[config.mk]
export PLATFORM = sky130hd
export DESIGN_NAME = i2c_xlate_master_seq
export DESIGN_NICKNAME = d
export VERILOG_FILES = /design/src/rtl/i2c_xlate_master_seq.sv
export SDC_FILE = /design/constraint.sdc
export NUM_CORES = 1
export LEC_CHECK = 0
export CAP_MARGIN = 20
export CORE_MARGIN = 1
export CORE_UTILIZATION = 35
export DETAILED_ROUTE_END_ITERATION = 6
export HOLD_SLACK_MARGIN = 0.12
export PLACE_DENSITY = 0.57
export REMOVE_ABC_BUFFERS = 1
export SLEW_MARGIN = 20
export SYNTH_ARGS = -nofsm -noshare
export SYNTH_HDL_FRONTEND = slang
export SYNTH_SLANG_ARGS = --single-unit
[constraint.sdc]
create_clock -name clk -period 6.13 [get_ports clk]
set_input_delay 0.613 -clock clk [delete_from_list [all_inputs] [get_ports clk]]
set_output_delay 0.613 -clock clk [all_outputs]
set_load 0.03 [all_outputs]
[src/rtl/i2c_xlate_master_seq.sv]
// i2c_xlate_master_seq: single-byte I2C master sequencer for the translator's master-side bus.
// Runs START, address byte, ACK1, write or read data byte, ACK2, STOP. The pins are open drain,
// so scl_oe/sdl_oe = 1 pulls the line low. SCL stretching is honoured on every release.
// Optional feature: define I2C_SEQ_TIMEOUT_EN to abort when SCL is held low for TMO_CYCLES cycles.
module i2c_xlate_master_seq #(
    parameter int CLK_DIV    = 250,
    parameter int TMO_CYCLES = 65535
) (
    input  logic       clk,
    input  logic       rst,
    input  logic       req,
    input  logic       rw,
    input  logic [6:0] addr,
    input  logic [7:0] wdata,
    output logic       busy,
    output logic       done,
    output logic       ack_err,
    output logic [7:0] rdata,
    output logic       scl_oe,
    output logic       sdl_oe,
    input  logic       scl_in,
    input  logic       sdl_in
);
    // Wide enough for the 2*CLK_DIV START hold.
    localparam int CW = $clog2(2 * CLK_DIV);

    typedef enum logic [2:0] {IDLE, START, ADDR, ACK1, DATA, ACK2, S_DATA, STOP} state_t;

    if (CLK_DIV < 2) begin : g_bad_div
        $error("CLK_DIV must be at least 2");
    end
    if (TMO_CYCLES < 1 || TMO_CYCLES > 65536) begin : g_bad_tmo
        $error("TMO_CYCLES must fit the 16-bit stretch counter");
    end

    state_t        state, state_d;
    logic [1:0]    q, q_d;
    logic [CW-1:0] cnt, cnt_d;
    logic [2:0]    bit_cnt, bit_cnt_d;
    logic [7:0]    shreg, shreg_d;
    logic [7:0]    lat_wdata, lat_wdata_d;
    logic          lat_rw, lat_rw_d;
    logic [7:0]    rdata_d;
    logic          ack_err_d, busy_d, done_d, scl_oe_d, sdl_oe_d;
    logic          q_end, stall;
`ifdef I2C_SEQ_TIMEOUT_EN
    logic [15:0]   tmo, tmo_d;
`endif

    // State and output registers; reset drops both lines immediately without a STOP.
    always_ff @(posedge clk or posedge rst) begin
        if (rst) begin
            state     <= IDLE;
            q         <= 2'd0;
            cnt       <= '0;
            bit_cnt   <= 3'd0;
            shreg     <= 8'd0;
            lat_wdata <= 8'd0;
            lat_rw    <= 1'b0;
            rdata     <= 8'd0;
            ack_err   <= 1'b0;
            busy      <= 1'b0;
            done      <= 1'b0;
            scl_oe    <= 1'b0;
            sdl_oe    <= 1'b0;
        end else begin
            state     <= state_d;
            q         <= q_d;
            cnt       <= cnt_d;
            bit_cnt   <= bit_cnt_d;
            shreg     <= shreg_d;
            lat_wdata <= lat_wdata_d;
            lat_rw    <= lat_rw_d;
            rdata     <= rdata_d;
            ack_err   <= ack_err_d;
            busy      <= busy_d;
            done      <= done_d;
            scl_oe    <= scl_oe_d;
            sdl_oe    <= sdl_oe_d;
        end
    end

`ifdef I2C_SEQ_TIMEOUT_EN
    // Stretch timeout counter: counts stalled cycles, clears once SCL is seen high.
    always_ff @(posedge clk or posedge rst) begin
        if (rst) tmo <= 16'd0;
        else     tmo <= tmo_d;
    end
`endif

    // Next-state, quarter-period sequencing and next line drive.
    always_comb begin
        state_d     = state;
        q_d         = q;
        cnt_d       = cnt;
        bit_cnt_d   = bit_cnt;
        shreg_d     = shreg;
        lat_wdata_d = lat_wdata;
        lat_rw_d    = lat_rw;
        rdata_d     = rdata;
        ack_err_d   = ack_err;
        busy_d      = busy;
        done_d      = 1'b0;
        sdl_oe_d    = sdl_oe;
        scl_oe_d    = 1'b0;
        stall       = 1'b0;
        q_end       = (cnt == CW'(CLK_DIV - 1));

        case (state)
            IDLE: begin
                busy_d = 1'b0;
                // Only start on a free bus; anything else is dropped, not queued.
                if (req && scl_in && sdl_in) begin
                    state_d     = START;
                    q_d         = 2'd0;
                    cnt_d       = '0;
                    bit_cnt_d   = 3'd0;
                    shreg_d     = {addr, rw};
                    lat_rw_d    = rw;
                    lat_wdata_d = wdata;
                    ack_err_d   = 1'b0;
                    busy_d      = 1'b1;
                end
            end
            START: begin
                if (cnt == CW'(2 * CLK_DIV - 1)) begin
                    state_d = ADDR;
                    q_d     = 2'd0;
                    cnt_d   = '0;
                end else begin
                    cnt_d = cnt + CW'(1);
                end
            end
            default: begin
                // Bit states and STOP share the quarter engine. STOP skips Q1:
                // Q0 SDA low, Q2 SCL released (stretchable), Q3 SDA released.
                stall = (q == 2'd2) && !scl_in;
                if (!stall) begin
                    if (!q_end) begin
                        cnt_d = cnt + CW'(1);
                    end else begin
                        cnt_d = '0;
                        q_d   = (state == STOP && q == 2'd0) ? 2'd2 : q + 2'd1;
                        if (q == 2'd3) begin
                            case (state)
                                ADDR: begin
                                    shreg_d   = {shreg[6:0], sdl_in};
                                    bit_cnt_d = bit_cnt + 3'd1;
                                    if (bit_cnt == 3'd7) state_d = ACK1;
                                end
                                ACK1: begin
                                    if (!sdl_in) begin
                                        state_d = lat_rw ? S_DATA : DATA;
                                        shreg_d = lat_wdata;
                                    end else begin
                                        ack_err_d = 1'b1;
                                        state_d   = STOP;
                                    end
                                end
                                DATA: begin
                                    shreg_d   = {shreg[6:0], sdl_in};
                                    bit_cnt_d = bit_cnt + 3'd1;
                                    if (bit_cnt == 3'd7) state_d = ACK2;
                                end
                                S_DATA: begin
                                    shreg_d   = {shreg[6:0], sdl_in};
                                    bit_cnt_d = bit_cnt + 3'd1;
                                    if (bit_cnt == 3'd7) begin
                                        rdata_d = {shreg[6:0], sdl_in};
                                        state_d = ACK2;
                                    end
                                end
                                ACK2: begin
                                    if (!lat_rw && sdl_in) ack_err_d = 1'b1;
                                    state_d = STOP;
                                end
                                default: begin
                                    state_d = IDLE;
                                    done_d  = 1'b1;
                                    busy_d  = 1'b0;
                                end
                            endcase
                        end
                    end
                end
            end
        endcase

`ifdef I2C_SEQ_TIMEOUT_EN
        tmo_d = stall ? tmo + 16'd1 : 16'd0;
        if (stall && tmo == 16'(TMO_CYCLES - 1)) begin
            state_d   = IDLE;
            q_d       = 2'd0;
            cnt_d     = '0;
            ack_err_d = 1'b1;
            done_d    = 1'b1;
            busy_d    = 1'b0;
        end
`endif

        // Lines follow the next state; SDA moves one cycle into Q0 so it never races the SCL fall.
        scl_oe_d = (state_d != IDLE) && (state_d != START) && (q_d < 2'd2);
        if (state_d == IDLE) begin
            sdl_oe_d = 1'b0;
        end else if (state_d == START) begin
            sdl_oe_d = 1'b1;
        end else if (q_d == 2'd0 && cnt_d == CW'(1)) begin
            case (state_d)
                ADDR, DATA: sdl_oe_d = ~shreg_d[7];
                STOP:       sdl_oe_d = 1'b1;
                default:    sdl_oe_d = 1'b0;
            endcase
        end else if (state_d == STOP && q_d == 2'd3) begin
            sdl_oe_d = 1'b0;
        end
    end
endmodule

==> flow_summary.json <==
{
  "cp-start-kind": "flop",
  "rrSetupSlack_ps": 3040,
  "finalPower_uw": 848,
  "relSlewSlack": 0.354,
  "rsz0062_at_grt": "false",
  "boundaryPins": 34,
  "critical-path-max-stage-delay_ps": 670,
  "nets": 349,
  "yosys.area.top_type": "dfrtp_1",
  "post-cts-setup-buffers": 0,
  "firstDrtPassIters": 4,
  "synth_edf_count": 0,
  "dieHeight_um": 90.2,
  "grt_pass1_wl_um": 11100,
  "clk_pin_slew_worst_paths_ps": 90,
  "antenna_cells": 0,
  "crit_fanout": 21,
  "clockRootBuffer": "clkbuf_8",
  "path_cells": "nor2_1 -> nand3_1 -> nand3_1 -> a2bb2oi_1 -> nor4b_1 -> nand4_1 -> mux2i_1",
  "cp-end-kind": "flop",
  "drv_slew": 0,
  "maxCapViolations": 0,
  "powerDensity_nw_per_um2": 266,
  "synth.area.top_cells": "dfrtp_1, nand2_1, mux2_2, a22o_1, ha_1",
  "design.die.area_um2": 8130,
  "syn2layout_area_growth_pct": 17.1,
  "busiest_layer": "met2",
  "yosysWarnings": 0,
  "vias": 2289,
  "cp_common_cell": "nand3_1",
  "synth-seq-cells": 47,
  "drt_iter0_drc": 129,
  "final_common_cell": "nand2_1",
  "gp_congestion": 0.831,
  "via_per_inst": 5.44,
  "async_flop_share": 1.00,
  "power.leakage_nw": 1.41,
  "clk_latency_ps": 300,
  "io_buffer_count": 33,
  "fin_util": 0.432,
  "dp_hpwl_um": 4670,
  "hold_path_class": "reg -> reg",
  "place_area_um2": 3090,
  "avgSynthCellArea_um2": 9.10,
  "period_share": 0.503,
  "status": "complete, no violations",
  "antenna_found_initial": 0,
  "htree_levels": 2,
  "post_synth_num_cell_types": 57,
  "initial_core_util": 0.369,
  "grt_pass1_vias": 2243,
  "overflow": 0,
  "arrival_ps": 3270,
  "timing.fmax_mhz": 324,
  "num_rows": 31,
  "grt_max_degree": 48,
  "drive_above_1_share": 0.0839,
  "finalSetupViolations": 0,
  "fin_area_um2": 3190,
  "wl_per_cell_um": 15.3,
  "ir_worst_vdd_mv": 0.112,
  "worstMarginPinSlew_ps": 965,
  "finalWirelength_um": 6460,
  "ant_nets": 0,
  "cts_made_buffers": 5,
  "synth_top_cell_area_share": 0.432,
  "use_met3": 0.0271,
  "gr-usage-met2": 0.260,
  "synth_area_um2": 2720,
  "cp_slowest_cell": "nor2_1",
  "postCtsResizedCells": 0,
  "grt_use_met1": 0.240,
  "crit_required_ps": 6310,
  "clk_path_buf_depth": 2,
  "hold_viol_final": 0,
  "synth_ff_type": "dfrtp_1",
  "fin_setup_tns_ps": 0,
  "dieWidth_um": 90.2,
  "grt_usage": 0.168,
  "finalCriticalPeriod_ps": 3090,
  "ys_seq_area_frac": 0.432,
  "holdWs_ps": 488,
  "layout_common_cells": "nand2_1, dfrtp_1, clkdlybuf4s50_1, nor2_1, o21ai_0",
  "fin_skew_ps": 10.6,
  "drc_errors": 0,
  "holdBufCountCts": 0,
  "worstSetupPathType": "reg -> reg",
  "cts_tree": "built",
  "core-area_um2": 7370,
  "synthCells": 299,
  "clkSinkCount": 47
}
[layout make-up]
cell class | count | area (um^2)
Tap cell | 99 | 124
Inverter | 9 | 35.0
Multi-Input combinational cell | 225 | 1420
Timing Repair Buffer | 33 | 330
Fill cell | 738 | 4180
Sequential cell | 47 | 1180
Clock inverter | 2 | 16.3
Clock buffer | 6 | 82.6
[registers in the layout (all words and copies together), names as in the netlist]
register   count
bit_cnt        3
cnt            9
lat_wdata      8
done           1
lat_rw         1
sdl_oe         1
shreg          8
busy           1
scl_oe         1
rdata          8
q              2
state          3
ack_err        1
[stage by stage]
stage | worst slack [ps] | instances
CTS | 3060 | 421
detailed placement | 2760 | 413
finish | 3040 | 421
floorplan | 3830 | 281
global placement | 2930 | 413
global route | 2670 | 421
[worst max-delay path: cells and delay by family (launching register included)]
kind	cells	cell delay, ps
simple gates	5	2060
compound gates	1	140
flops	1	610
mux	1	150
[kinds of logic (layout without fill, tap and decap cells)]
group                      after synthesis  in the layout  share of synthesized area
AOI/OAI and AO/OA                       79             79                      0.212
xor gates and xnor gates                 2              2                    0.00644
adders and majority gates                7              7                     0.0322
buffers and inverters                   27             50                     0.0451
DFF                                     47             47                      0.432
muxes                                   12             12                     0.0488
and+or+nand+nor                        125            125                      0.223
[synth_stat cells (3+ instances only)]
cell type   n
nor3_1      9
nand3_1    10
o21a_1      3
and3_1      3
o21ai_0    13
o22ai_1     5
o211ai_1    4
mux2_2      9
buf_1       3
nor2_1     17
a2bb2oi_1   3
a22o_1     10
nand4_1     5
dfrtp_1    47
nand2_1    59
clkbuf_1    8
inv_1       8
nor4_1      3
buf_2       5
o31ai_1     3
a21oi_1    12
a22oi_1     7
ha_1        7
[report_power, final]
part           switching [mW]  total, mW  internal [mW]
Combinational           0.130      0.241          0.111
Sequential             0.0540      0.404          0.350
Clock                   0.110      0.202         0.0922
Total                   0.294      0.848          0.554
[worst paths after layout]
check                               endpoint  depth (start not counted)          from
worst max-delay path                  sdl_oe                          7      state[1]
worst min-delay path            lat_wdata[4]                          2  lat_wdata[4]
worst max register to register        sdl_oe                          7      state[1]
worst min register to register  lat_wdata[4]                          2  lat_wdata[4]
max in group asynchronous         bit_cnt[2]                          2           rst
min in group asynchronous           rdata[5]                          2           rst
[routing by layer]
metal	wire length, um	vias to the layer above
li1	-	1132
met1	3150	1109
met2	2970	41
met3	247	7
met4	89	0
met5	0	-
Power figures use the tool's default switching activity.
